<file path="src/rtl/prog_loader_if.sv">
// prog_loader_if -- bundle of the loader's request, byte stream, RAM and
// status signals.
//   master : drives start/base_adr/len/abort and the byte stream
//            (in_byte/in_valid); observes in_ready, RAM and status signals.
//   slave  : the loader itself; drives in_ready, ram_adr/ram_wdata/ram_read,
//            busy, done and checksum.
interface prog_loader_if #(
    parameter int DEPTH_BITS = 8
);
    logic                  start;
    logic [DEPTH_BITS-1:0] base_adr;
    logic [7:0]            len;
    logic                  abort;
    logic [7:0]            in_byte;
    logic                  in_valid;
    logic                  in_ready;
    logic [DEPTH_BITS-1:0] ram_adr;
    logic [15:0]           ram_wdata;
    logic                  ram_read;
    logic                  busy;
    logic                  done;
    logic [15:0]           checksum;

    modport master (
        output start, base_adr, len, abort, in_byte, in_valid,
        input  in_ready, ram_adr, ram_wdata, ram_read, busy, done, checksum
    );

    modport slave (
        input  start, base_adr, len, abort, in_byte, in_valid,
        output in_ready, ram_adr, ram_wdata, ram_read, busy, done, checksum
    );
endinterface

</file>
<file path="src/rtl/prog_loader.sv">
// prog_loader -- assembles a byte stream (high byte first) into 16-bit words
// and writes them to consecutive RAM word addresses starting at base_adr,
// keeping a running XOR checksum of the words written.
//   clk    : rising-edge system clock
//   rst_n  : asynchronous active-low reset
//   bus    : prog_loader_if.slave -- start/base_adr/len/abort request,
//            in_byte/in_valid/in_ready byte stream, ram_adr/ram_wdata/ram_read
//            RAM port (ram_read=0 is the write strobe), busy/done/checksum.
module prog_loader #(
    parameter int DEPTH_BITS = 8
) (
    input  logic          clk,
    input  logic          rst_n,
    prog_loader_if.slave  bus
);

    typedef enum logic [2:0] {
        IDLE,
        HI,
        LO,
        WRITE,
        DONE
    } state_t;

    state_t                state_q,   state_nxt;
    logic [DEPTH_BITS-1:0] adr_q,     adr_nxt;
    logic [15:0]           wdata_q,   wdata_nxt;
    logic [15:0]           cs_q,      cs_nxt;
    logic [7:0]            rem_q,     rem_nxt;
    logic                  in_ready_w;
    logic                  xfer;

    assign in_ready_w = (state_q == HI) || (state_q == LO);
    assign xfer       = bus.in_valid && in_ready_w;

    always_ff @(posedge clk or negedge rst_n) begin
        if (!rst_n) begin
            state_q <= IDLE;
            adr_q   <= '0;
            wdata_q <= '0;
            cs_q    <= '0;
            rem_q   <= '0;
        end else begin
            state_q <= state_nxt;
            adr_q   <= adr_nxt;
            wdata_q <= wdata_nxt;
            cs_q    <= cs_nxt;
            rem_q   <= rem_nxt;
        end
    end

    always_comb begin
        state_nxt = state_q;
        adr_nxt   = adr_q;
        wdata_nxt = wdata_q;
        cs_nxt    = cs_q;
        rem_nxt   = rem_q;

        unique case (state_q)
            IDLE: begin
                if (bus.start) begin
                    cs_nxt = '0;
                    if (bus.len != 8'd0) begin
                        adr_nxt   = bus.base_adr;
                        rem_nxt   = bus.len;
                        state_nxt = HI;
                    end else begin
                        state_nxt = DONE;
                    end
                end
            end
            HI: begin
                if (bus.abort) begin
                    state_nxt = IDLE;
                end else if (xfer) begin
                    wdata_nxt[15:8] = bus.in_byte;
                    state_nxt       = LO;
                end
            end
            LO: begin
                if (bus.abort) begin
                    state_nxt = IDLE;
                end else if (xfer) begin
                    wdata_nxt[7:0] = bus.in_byte;
                    state_nxt      = WRITE;
                end
            end
            WRITE: begin
                if (bus.abort) begin
                    state_nxt = IDLE;
                end else begin
                    cs_nxt  = cs_q ^ wdata_q;
                    rem_nxt = rem_q - 8'd1;
                    if (rem_q == 8'd1) begin
                        state_nxt = DONE;
                    end else begin
                        adr_nxt   = adr_q + DEPTH_BITS'(1);
                        state_nxt = HI;
                    end
                end
            end
            DONE: begin
                state_nxt = IDLE;
            end
            default: begin
                state_nxt = IDLE;
            end
        endcase
    end

    // An abort arriving during WRITE suppresses the strobe in that same cycle,
    // so ram_read looks at abort as well as the state.
    assign bus.ram_read  = !((state_q == WRITE) && !bus.abort);
    assign bus.in_ready  = in_ready_w;
    assign bus.busy      = (state_q == HI) || (state_q == LO) || (state_q == WRITE);
    assign bus.done      = (state_q == DONE);
    assign bus.ram_adr   = adr_q;
    assign bus.ram_wdata = wdata_q;
    assign bus.checksum  = cs_q;

endmodule
</file>
<file path="src/flat_wrapper.sv">
// flat-port wrapper written by rule: the top's interface ports become plain ports
module prog_loader_flat 
#(
    parameter int DEPTH_BITS = 8
)
  (clk, rst_n, bus_start, bus_base_adr, bus_len, bus_abort, bus_in_byte, bus_in_valid, bus_in_ready, bus_ram_adr, bus_ram_wdata, bus_ram_read, bus_busy, bus_done, bus_checksum);
  prog_loader_if #(.DEPTH_BITS(DEPTH_BITS)) bus_i ();
  input  logic clk;
  input  logic rst_n;
  input wire logic [$bits(bus_i.start)-1:0] bus_start;
  input wire logic [$bits(bus_i.base_adr)-1:0] bus_base_adr;
  input wire logic [$bits(bus_i.len)-1:0] bus_len;
  input wire logic [$bits(bus_i.abort)-1:0] bus_abort;
  input wire logic [$bits(bus_i.in_byte)-1:0] bus_in_byte;
  input wire logic [$bits(bus_i.in_valid)-1:0] bus_in_valid;
  output wire logic [$bits(bus_i.in_ready)-1:0] bus_in_ready;
  output wire logic [$bits(bus_i.ram_adr)-1:0] bus_ram_adr;
  output wire logic [$bits(bus_i.ram_wdata)-1:0] bus_ram_wdata;
  output wire logic [$bits(bus_i.ram_read)-1:0] bus_ram_read;
  output wire logic [$bits(bus_i.busy)-1:0] bus_busy;
  output wire logic [$bits(bus_i.done)-1:0] bus_done;
  output wire logic [$bits(bus_i.checksum)-1:0] bus_checksum;
  assign bus_i.start = bus_start;
  assign bus_i.base_adr = bus_base_adr;
  assign bus_i.len = bus_len;
  assign bus_i.abort = bus_abort;
  assign bus_i.in_byte = bus_in_byte;
  assign bus_i.in_valid = bus_in_valid;
  assign bus_in_ready = bus_i.in_ready;
  assign bus_ram_adr = bus_i.ram_adr;
  assign bus_ram_wdata = bus_i.ram_wdata;
  assign bus_ram_read = bus_i.ram_read;
  assign bus_busy = bus_i.busy;
  assign bus_done = bus_i.done;
  assign bus_checksum = bus_i.checksum;
  prog_loader #(.DEPTH_BITS(DEPTH_BITS)) u_core (.clk(clk), .rst_n(rst_n), .bus(bus_i));
endmodule
</file>
<file path="config.mk">
export PLATFORM = sky130hd
export DESIGN_NAME = prog_loader_flat
export DESIGN_NICKNAME = d
export VERILOG_FILES = /design/src/rtl/prog_loader_if.sv /design/src/rtl/prog_loader.sv /design/src/flat_wrapper.sv
export SDC_FILE = /design/constraint.sdc
export NUM_CORES = 1
export LEC_CHECK = 0
export BUFFER_PORTS_ARGS = -buffer_cell sky130_fd_sc_hd__buf_4
export CORE_MARGIN = 2
export CORE_UTILIZATION = 41
export DETAILED_ROUTE_END_ITERATION = 7
export GPL_ROUTABILITY_DRIVEN = 0
export PLACE_DENSITY = 0.64
export SLEW_MARGIN = 20
export SYNTH_ARGS = -nofsm -noshare
export SYNTH_HDL_FRONTEND = slang
export SYNTH_SLANG_ARGS = --single-unit
</file>
<file path="constraint.sdc">
create_clock -name clk -period 4.4 [get_ports clk]
set_input_delay 0.44 -clock clk [delete_from_list [all_inputs] [get_ports clk]]
set_output_delay 0.44 -clock clk [all_outputs]
set_load 0.02 [all_outputs]
</file>
# Word level (Yosys, flattened, before mapping)
# Index checks and enable logic that the tools add are counted.
# totals
reg_bits,51
latchBits,0
ram_bits,0
romBits,0
wordCells,57
n_memories,0
# op_classes
addsub,2
n_mul,0
div,0
order_cmp,0
eq_ne,11
n_shift,0
n_mux,21
bitwise,2
reduce_logical,15
# op_table
op,n
two-way mux 8 bit,7
two-way mux 16 bit,2
case mux 16 bit (2 select lines),1
case mux 8 bit (2 select lines),2
two-way mux 3 bit,8
bitwise XOR 16 bit,1
case mux 3 bit (4 select lines),1
AND reduction 3 bit,4
adder 8 x 1 -> 8 bit (second input constant),1
equality test 8 x 1 -> 1 bit (second input constant),1
nonzero test 8 bit,1
subtractor 8 x 1 -> 8 bit (second input constant),1
equality test 3 x 2 -> 1 bit (second input constant),2
!= test 2 bit (second input constant),3
!= test 3 x 2 -> 1 bit (second input constant),2
AND reduction 5 bit,1
AND reduction 4 bit,1
equality test 3 x 1 -> 1 bit (second input constant),1
equality test 3 bit (second input constant),1
logical NOT 3 bit,1
logical AND 1 bit,2
logical NOT 1 bit,2
logical OR 1 bit,2
!= test 2 x 1 -> 1 bit (second input constant),1
other kinds (2),2

# Longest topological paths before layout
# Gate-level depths: netlist of run 1.
# logic_depth
word_depth,6
depth_mapped,8
mapped_depth_nobuf,6

# Worst setup path before layout of run 1
# No wires, ideal clock.
# synth_timing
kind,input port to flip-flop
from,in bus_len[5]
to,reg u_core.rem_q[1]
t_arrival_ns,1.582
slack_ns,2.693
path_stages,4
n_path_buf,0
cell_sequence,nor4_1 > nand3_2 > nand2_4 > mux2_4
# synth_between
elab_chain_cells,3
# synth_lines
item,line,text
from (decl),flat_wrapper.sv:12,input wire logic [$bits(bus_i.len)-1:0] bus_len;
nonzero test 8 bit,prog_loader.sv:63,if (bus.len != 8'd0) begin
!= test 2 x 1 -> 1 bit (no line),n/a,
AND reduction 4 bit (no line),n/a,
to (signal assigned),prog_loader.sv:48,rem_q <= rem_nxt;
to (decl),prog_loader.sv:29,"logic [7:0] rem_q, rem_nxt;"
# Every way passes these cells.
# A chain may end at the register's enable or synchronous reset.

# Worst setup path in the final report of run 1
# layout_timing
from,reg u_core.state_q[2]
to,out bus_ram_read
# layout_between
elab_chain_cells,3
# layout_lines
item,line,text
from (decl),prog_loader.sv:25,"state_t state_q, state_nxt;"
from (signal assigned),prog_loader.sv:44,state_q <= state_nxt;
equality test 3 x 2 -> 1 bit,prog_loader.sv:113,assign bus.ram_read = !((state_q == WRITE) && !bus.abort);
logical AND 1 bit,prog_loader.sv:113,
logical NOT 1 bit,prog_loader.sv:113,
to (decl),flat_wrapper.sv:19,output wire logic [$bits(bus_i.ram_read)-1:0] bus_ram_read;
# Every way passes these cells.

==> flow_metrics.env, run 1 <==
export IMPL_antenna_found_initial=0
export IMPL_drt_iter0_markers=167
export IMPL_ys_seq_area_share_pct=46.5
export IMPL_start_util_pct=42.7
export IMPL_coreArea_um2=6420
export IMPL_ir_drop_mv=0.270
export IMPL_ant_nets=0
export IMPL_synth_xor_xnor_area_share_pct=1.92
export IMPL_status="finished with violations"
export IMPL_tightest_slew_ns=0.676
export IMPL_switching_share_pct=43.1
export IMPL_fill_cells=589
export IMPL_drtPass1Iterations=8
export IMPL_rsz0062_at_grt="no"
export IMPL_min_path_type="in -> async"
export IMPL_avgViaCountPerCell=5.52
export IMPL_postCtsHoldBufs=0
export IMPL_synth_flop_cell="dfrtp_1"
export IMPL_overflow=0
export IMPL_relSlewSlack_pct=54.5
export IMPL_seqPwrFrac_pct=40.9
export IMPL_final_area_um2=3410
export IMPL_cp_arrival_ns=2.00
export IMPL_fmax_mhz=410
export IMPL_syn_cell_area_um2=2740
export IMPL_cts_buffer_depth=2
export IMPL_io_pins=73
export IMPL_synth_edff_count=0
export IMPL_cp_required_ns=3.96
export IMPL_switching_power_w=0.000899
export IMPL_vias=2324
export IMPL_startpoint_type="flop"
export IMPL_layout_common_cells="buf_4 (72), dfrtp_1 (51), nor2_1 (36), nand2_1 (24), o21ai_0 (24)"
export IMPL_syn_num_nets=310
export IMPL_violations="design-rule violations"
export IMPL_combPwrFrac_pct=45.1
export IMPL_yosys_area_share_simple_pct=19.0
export IMPL_diodes=0
export IMPL_io_buffer_count=72
export IMPL_totalPowerFinal_w=0.00209
export IMPL_intPower_w=0.00119
export IMPL_worstSkewPairLatency_ns=0.31
export IMPL_cts_resized_gates=0
export IMPL_setup_ws_ns=1.96
export IMPL_cts_setup_buffers=0
export IMPL_cp_end_kind="primary output"
export IMPL_nets=375
export IMPL_post_route_cells_drive_above_1_share_pct=33.7
export IMPL_fin_cells=421
export IMPL_clkPwrFrac_pct=14.0
export IMPL_dpl_hpwl_um=4590
export IMPL_rrSetupSlack_ns=2.44
export IMPL_die_w_um=85.8
export IMPL_synth_top_family_by_area="compound AO/OA/AOI/OAI gates"
export IMPL_synthArstFlopShare_pct=100
export IMPL_dieHeight_um=85.8
export IMPL_cp_max_fo=19
export IMPL_r2r_end="u_core.rem_q[1]"
export IMPL_clkSinkCount=51
export IMPL_synth_compound_area_share_pct=19.8
export IMPL_hold_viol=0
export IMPL_cap_violations=0
export IMPL_pre_cts_ws_ns=2.09
export IMPL_rows=29
export IMPL_placedCellCount=412
export IMPL_clock_root_buffer="clkbuf_8"
export IMPL_cts_tree="built"
export IMPL_report_final_setup_viol=0
export IMPL_worstPathCellList="and4bb_2, inv_1, buf_4"
export IMPL_cts_buffers=5
export IMPL_avgSynthCellArea_um2=9.87
export IMPL_drc=5
export IMPL_fin_setup_tns_ns=0
export IMPL_worstRegToRegCells=4
export IMPL_r2r_start="u_core.state_q[1]"
export IMPL_period_share_pct=55.5
export IMPL_synthCells=278
export IMPL_totalWireLength_um=6670
export IMPL_power_density_nw_per_um2=612
export IMPL_p_leak_nw=1.57
export IMPL_syn_to_final_growth_pct=24.3
export IMPL_detailed_place_area_um2=3300
export IMPL_ys_seq_elements=51
export IMPL_fin_skew_ns=0.00752
export IMPL_grt_pass1_vias=2292
export IMPL_muxShareOfSynthArea_pct=7.11
export IMPL_crit_type="reg -> out"
export IMPL_track_usage_pct=19.0
export IMPL_min_period_ns=2.44
export IMPL_routedWlPerCell_um=15.9
export IMPL_final_common_cell="buf_4"
export IMPL_synth_cell_types=54
export IMPL_slew_violations=0
export IMPL_crit_path_max_incr_delay_ns=0.64
export IMPL_crit_slowest_cell="and4bb_2"
export IMPL_clk_pin_slew_ns=0.10
export IMPL_grt_pass1_wl_um=11200
export IMPL_htreeDepth=2
export IMPL_ys_warnings_count=0
export IMPL_die_area_um2=7360
export IMPL_grt_max_degree=52
export IMPL_synthAdderAreaFrac_pct=1.37
[power by group through the flow]
stage / Clock [W] / Combinational [W] / Sequential, W
global placement: 0 / 0.000937 / 0.000857
CTS: 0.000302 / 0.000947 / 0.000853
global route: 0.000323 / 0.00103 / 0.000886
finish: 0.000293 / 0.000940 / 0.000853
floorplan: 0 / 0.000480 / 0.000956
detailed placement: 0 / 0.000944 / 0.000859
[worst max-delay path by stage]
stage / from / end / slack (ns) / cells past startpoint
5_1_grt: u_core.state_q[0] / bus_ram_read / 1.80 / 3
3_5_place_dp: u_core.state_q[2] / u_core.rem_q[7] / 2.09 / 4
6_report: u_core.state_q[2] / bus_ram_read / 1.96 / 3
4_1_cts: u_core.state_q[2] / bus_ram_read / 1.92 / 3
2_1_floorplan: bus_len[5] / u_core.rem_q[1] / 2.69 / 4
3_3_place_gp: bus_len[0] / u_core.rem_q[1] / 2.11 / 5
[worst max-delay path, delay by kind of cell, from the launching register on]
family | cells | cell delay, ns
buffers and inverters | 2 | 0.53
and+or+nand+nor | 1 | 0.64
DFF | 1 | 0.52
[through the flow]
step | util [%] | hold slack, ns
floorplan | - | 0.144
global placement | 51.4 | 0.468
detailed placement | 51.4 | 0.478
CTS | 52.9 | 0.173
global route | 53.1 | 0.187
finish | 53.1 | 0.139
[final cells by class]
class / instances / area [um^2] / area share, %
multi-input cells: 203 / 1350 / 39.6
flip-flops and latches: 51 / 1280 / 37.4
repair buffers: 73 / 556 / 16.3
well taps: 77 / 96.3 / 2.83
clock buffers: 5 / 68.8 / 2.02
inverters: 9 / 33.8 / 0.991
clock inverters: 3 / 27.5 / 0.807
[synth_stat cells (all sizes together) (3+ instances only)]
| master | instances | area, um^2 |
|---|---|---|
| nand2 | 25 | 101 |
| a22oi | 6 | 45.0 |
| a211oi | 3 | 22.5 |
| ha | 3 | 37.5 |
| o21ai | 28 | 144 |
| o31ai | 4 | 30.0 |
| inv | 9 | 33.8 |
| buf | 9 | 60.1 |
| xor2 | 6 | 52.6 |
| a2bb2oi | 4 | 35.0 |
| clkbuf | 6 | 22.5 |
| mux2 | 17 | 195 |
| a21oi | 11 | 70.1 |
| nor3 | 6 | 40.0 |
| nand3 | 10 | 65.1 |
| nor4 | 3 | 18.8 |
| dfrtp | 51 | 1280 |
| o211ai | 6 | 45.0 |
| o2bb2ai | 6 | 52.6 |
| nor2 | 36 | 135 |
[flip-flops by register name (all words and copies together), names as in the netlist]
name and count:
u_core.state_q 3, u_core.bus.ram_wdata 16, u_core.bus.checksum 16, u_core.bus.ram_adr 8, u_core.rem_q 8
[kinds of logic after synthesis]
| group | Yosys count |
|---|---|
| buf+inv | 24 |
| mux | 17 |
| simple gates | 98 |
| fa+ha+maj | 3 |
| xor+xnor | 6 |
| flops | 51 |
| compound gates | 79 |
[routing by layer]
layer	share of wire, %	wire length, um	track usage [%]
met4	1.1	76	5.63
met2	45	3030	29.5
met5	0	0	0
met3	6.9	462	5.29
met1	46	3100	26.0
Power figures use the tool's default switching activity.
==> run 2: changes to the inputs <==
==> constraint.sdc (replaced) <==
create_clock -name clk -period 2.25 [get_ports clk]
set_input_delay 0.225 -clock clk [delete_from_list [all_inputs] [get_ports clk]]
set_output_delay 0.225 -clock clk [all_outputs]
set_load 0.02 [all_outputs]
==> flow_metrics.env, run 2 (synthesis gave the netlist of run 1 again) <==
export IMPL_tightest_slew_ns=0.653
export IMPL_diodes=0
export IMPL_min_path_type="in -> reg"
export IMPL_multi_input_area_um2=1350
export IMPL_overflow=0
export IMPL_seqPwrFrac_pct=39.9
export IMPL_fin_setup_tns_ns=0
export IMPL_drt_iter0_markers=106
export IMPL_drc=5
export IMPL_cp_max_fo=12
export IMPL_switching_power_w=0.00175
export IMPL_worstSkewPairLatency_ns=0.30
export IMPL_clk_pin_slew_ns=0.10
export IMPL_p_leak_nw=1.60
export IMPL_start_util_pct=42.7
export IMPL_fmax_mhz=510
export IMPL_avgViaCountPerCell=5.58
export IMPL_clkSinkCount=51
export IMPL_grt_pass1_vias=2292
export IMPL_nets=380
export IMPL_hold_viol=0
export IMPL_rsz0062_at_grt="no"
export IMPL_postCtsHoldBufs=1
export IMPL_cap_violations=0
export IMPL_grt_pass1_wl_um=11200
export IMPL_ant_nets=0
export IMPL_syn_to_final_growth_pct=26.1
export IMPL_fill_cells=600
export IMPL_startpoint_type="flop"
export IMPL_io_buffer_count=72
export IMPL_detailed_place_area_um2=3340
export IMPL_drtPass1Iterations=6
export IMPL_layout_common_cells="buf_4 (77), dfrtp_1 (51), nor2_1 (36), nand2_1 (24), o21ai_0 (24)"
export IMPL_min_period_ns=1.96
export IMPL_crit_type="reg -> out"
export IMPL_rows=29
export IMPL_status="finished with violations"
export IMPL_die_area_um2=7360
export IMPL_cts_buffers=5
export IMPL_slew_violations=0
export IMPL_cts_setup_buffers=0
export IMPL_coreArea_um2=6420
export IMPL_io_pins=73
export IMPL_post_route_cells_drive_above_1_share_pct=34.4
export IMPL_cts_buffer_depth=2
export IMPL_cp_required_ns=2.03
export IMPL_htreeDepth=2
export IMPL_relSlewSlack_pct=56.5
export IMPL_switching_share_pct=41.9
export IMPL_cp_end_kind="primary output"
export IMPL_clkPwrFrac_pct=15.9
export IMPL_ir_drop_mv=0.652
export IMPL_period_share_pct=87.1
export IMPL_intPower_w=0.00243
export IMPL_combPwrFrac_pct=44.2
export IMPL_power_density_nw_per_um2=1210
export IMPL_cts_tree="built"
export IMPL_final_common_cell="buf_4"
export IMPL_fin_skew_ns=0.00477
export IMPL_cts_resized_gates=0
export IMPL_vias=2379
export IMPL_clock_root_buffer="clkbuf_8"
export IMPL_grt_max_degree=52
export IMPL_worst_hold_slack_ns=0.114
export IMPL_cp_arrival_ns=1.73
export IMPL_dpl_hpwl_um=4710
export IMPL_track_usage_pct=18.9
export IMPL_die_w_um=85.8
export IMPL_final_area_um2=3460
export IMPL_dieHeight_um=85.8
export IMPL_antenna_found_initial=0
export IMPL_report_final_setup_viol=0
export IMPL_routedWlPerCell_um=15.8
export IMPL_violations="design-rule violations"
export IMPL_totalWireLength_um=6750
export IMPL_seqCellArea_um2=1280
-- run 2: cell count changes in the layout (fill, tap and decap cells not counted), sizes merged --
cell / delta
dlygate4sd3: +1
bufinv: +1
inv: -1
buf: +4
-- run 2: layout make-up --
type / instances / share of cell area [%]
Clock inverter: 3 / 1.34
Timing Repair Buffer: 78 / 17.0
Clock buffer: 5 / 1.99
Multi-Input combinational cell: 203 / 39.0
Inverter: 9 / 0.976
Tap cell: 77 / 2.78
Sequential cell: 51 / 36.9
-- run 2: metrics by stage --
stage                     instances  setup slack [ns]  utilization [%]  power [W]
after floorplan                 278             0.641                -    0.00281
after global routing            426             0.189             53.9    0.00447
final                           426             0.291             53.9    0.00418
after global placement          417             0.381             51.9    0.00351
after detailed placement        417             0.345             51.9    0.00354
after CTS                       426             0.278             53.9    0.00422
-- run 2: worst paths after layout --
kind | startpoint | endpoint | slack, ns | depth (start not counted)
worst max-delay path | u_core.state_q[2] | bus_ram_read | 0.29 | 3
worst min-delay path | bus_abort | u_core.state_q[1] | 0.11 | 2
worst max register to register | u_core.state_q[1] | u_core.rem_q[1] | 0.31 | 4
worst min register to register | u_core.bus.checksum[3] | u_core.bus.checksum[3] | 0.48 | 1
max in group asynchronous | rst_n | u_core.bus.ram_wdata[13] | 1.33 | 2
min in group asynchronous | rst_n | u_core.bus.ram_adr[3] | 0.48 | 2
-- run 2: power by group through the flow --
| stage | Sequential, W | Clock [W] | Combinational, W |
|---|---|---|---|
| finish | 0.00167 | 0.000666 | 0.00185 |
| global route | 0.00174 | 0.000721 | 0.00201 |
| CTS | 0.00167 | 0.000688 | 0.00186 |
| detailed placement | 0.00168 | 0 | 0.00186 |
| global placement | 0.00167 | 0 | 0.00184 |
| floorplan | 0.00187 | 0 | 0.000940 |
-- run 2: layer usage --
metal	GRT usage [%]	routed length (um)
met1	26.7	3140
met3	5.68	491
met4	3.75	21
met2	29.0	3100
met5	0	0
-- run 2: worst max-delay path, cell delays in order, from the launching register on --
cell and delay [ns]:
dfrtp_1 0.61, and4bb_2 0.31, inv_1 0.29, buf_4 0.22
==> run 3: changes to the inputs <==
--- a/config.mk
+++ b/config.mk
@@ -10,7 +10,6 @@
 export CORE_UTILIZATION = 41
 export DETAILED_ROUTE_END_ITERATION = 7
 export GPL_ROUTABILITY_DRIVEN = 0
-export PLACE_DENSITY = 0.64
 export SLEW_MARGIN = 20
 export SYNTH_ARGS = -nofsm -noshare
 export SYNTH_HDL_FRONTEND = slang
==> constraint.sdc (replaced) <==
create_clock -name clk -period 2.3 [get_ports clk]
set_input_delay 0.23 -clock clk [delete_from_list [all_inputs] [get_ports clk]]
set_output_delay 0.23 -clock clk [all_outputs]
set_load 0.02 [all_outputs]
==> flow_metrics.env, run 3 (synthesis gave the netlist of run 1 again) <==
export IMPL_die_w_um=85.8
export IMPL_track_usage_pct=19.4
export IMPL_setup_ws_ns=0.262
export IMPL_rows=29
export IMPL_fin_setup_tns_ns=0
export IMPL_totalWireLength_um=6880
export IMPL_violations="design-rule violations"
export IMPL_status="finished with violations"
export IMPL_coreArea_um2=6420
export IMPL_r2r_start="u_core.state_q[1]"
export IMPL_min_path_type="in -> reg"
export IMPL_cp_max_fo=12
export IMPL_io_buffer_count=72
export IMPL_cts_setup_buffers=0
export IMPL_worstSkewPairLatency_ns=0.31
export IMPL_report_final_setup_viol=0
export IMPL_clkSinkCount=51
export IMPL_cp_required_ns=2.07
export IMPL_fin_skew_ns=0.00177
export IMPL_drc=5
export IMPL_drtPass1Iterations=7
export IMPL_nets=379
export IMPL_vias=2385
export IMPL_pre_cts_ws_ns=0.324
export IMPL_avgViaCountPerCell=5.61
export IMPL_cp_arrival_ns=1.81
export IMPL_grt_pass1_vias=2314
export IMPL_p_leak_nw=1.60
export IMPL_start_util_pct=42.7
export IMPL_period_share_pct=88.6
export IMPL_die_area_um2=7360
export IMPL_crit_type="reg -> out"
export IMPL_io_pins=73
export IMPL_placedCellCount=416
export IMPL_power_density_nw_per_um2=1170
export IMPL_dpl_hpwl_um=4850
export IMPL_grt_max_degree=52
export IMPL_antenna_found_initial=0
export IMPL_crit_path_start="u_core.state_q[2]"
export IMPL_cts_resized_gates=0
export IMPL_final_common_cell="buf_4"
export IMPL_syn_to_final_growth_pct=25.7
export IMPL_min_period_ns=2.04
export IMPL_clk_pin_slew_ns=0.10
export IMPL_cap_violations=0
export IMPL_cts_buffer_depth=2
export IMPL_drt_iter0_markers=96
export IMPL_fin_cells=425
export IMPL_postCtsHoldBufs=1
export IMPL_grt_pass1_wl_um=11300
export IMPL_post_route_cells_drive_above_1_share_pct=34.2
export IMPL_slew_violations=0
export IMPL_clock_root_buffer="clkbuf_8"
export IMPL_tightest_slew_ns=0.659
export IMPL_detailed_place_area_um2=3340
export IMPL_hold_viol=0
export IMPL_overflow=0
export IMPL_fill_cells=599
export IMPL_cts_buffers=5
export IMPL_multi_input_area_um2=1350
export IMPL_ir_drop_mv=0.512
export IMPL_ant_nets=0
export IMPL_final_area_um2=3450
export IMPL_cp_end_kind="primary output"
export IMPL_seqCellArea_um2=1280
export IMPL_dieHeight_um=85.8
export IMPL_fmax_mhz=491
export IMPL_diodes=0
export IMPL_routedWlPerCell_um=16.2
export IMPL_cts_tree="built"
export IMPL_startpoint_type="flop"
export IMPL_hp_start="bus_abort"
export IMPL_layout_common_cells="buf_4 (75), dfrtp_1 (51), nor2_1 (36), nand2_1 (24), o21ai_0 (24)"
export IMPL_rsz0062_at_grt="no"
export IMPL_relSlewSlack_pct=56.1
export IMPL_htreeDepth=2
## run 3: through the flow
step                      total power (W)  hold slack (ns)  util, %
final                             0.00404            0.106     53.7
after global routing              0.00431            0.105     53.7
after CTS                         0.00407            0.101     53.7
after detailed placement          0.00349            0.316     52.0
after global placement            0.00349            0.310     52.0
after floorplan                   0.00275          -0.0656        -
## run 3: path summary, 6_finish.rpt
check	to	slack [ns]	cells past startpoint
min in group asynchronous	u_core.bus.ram_adr[6]	0.48	2
max in group asynchronous	u_core.bus.checksum[5]	1.37	2
min	u_core.state_q[1]	0.11	2
max	bus_ram_read	0.26	3
min reg2reg	u_core.bus.checksum[7]	0.49	1
max reg2reg	u_core.rem_q[1]	0.34	4
## run 3: final cells by class
cell class              count  area share (%)
clock inverters             3           0.835
repair buffers             77            17.2
inverters                   9           0.980
well taps                  77            2.79
multi-input cells         203            39.2
clock buffers               5            2.00
flip-flops and latches     51            37.0
## run 3: where the power goes
part	internal [W]	switching, W	leakage [nW]
Sequential	0.00122	0.000416	0.650
Combinational	0.000844	0.000994	0.899
Clock	0.000226	0.000336	0.0502
Total	0.00229	0.00175	1.60
## run 3: metal layers
metal  vias up  routed length, um  global-route usage (%)
met4         0                 76                    4.91
met1      1149               3180                    26.6
met3         8                463                    5.29
met5         -                  0                       0
met2        84               3160                    30.5
li1       1144                  -                       -
## run 3: worst max-delay path, cell delays in order, from the launching register on
cell and delay [ns]:
dfrtp_1 0.59, and4bb_2 0.36, inv_1 0.32, buf_4 0.22
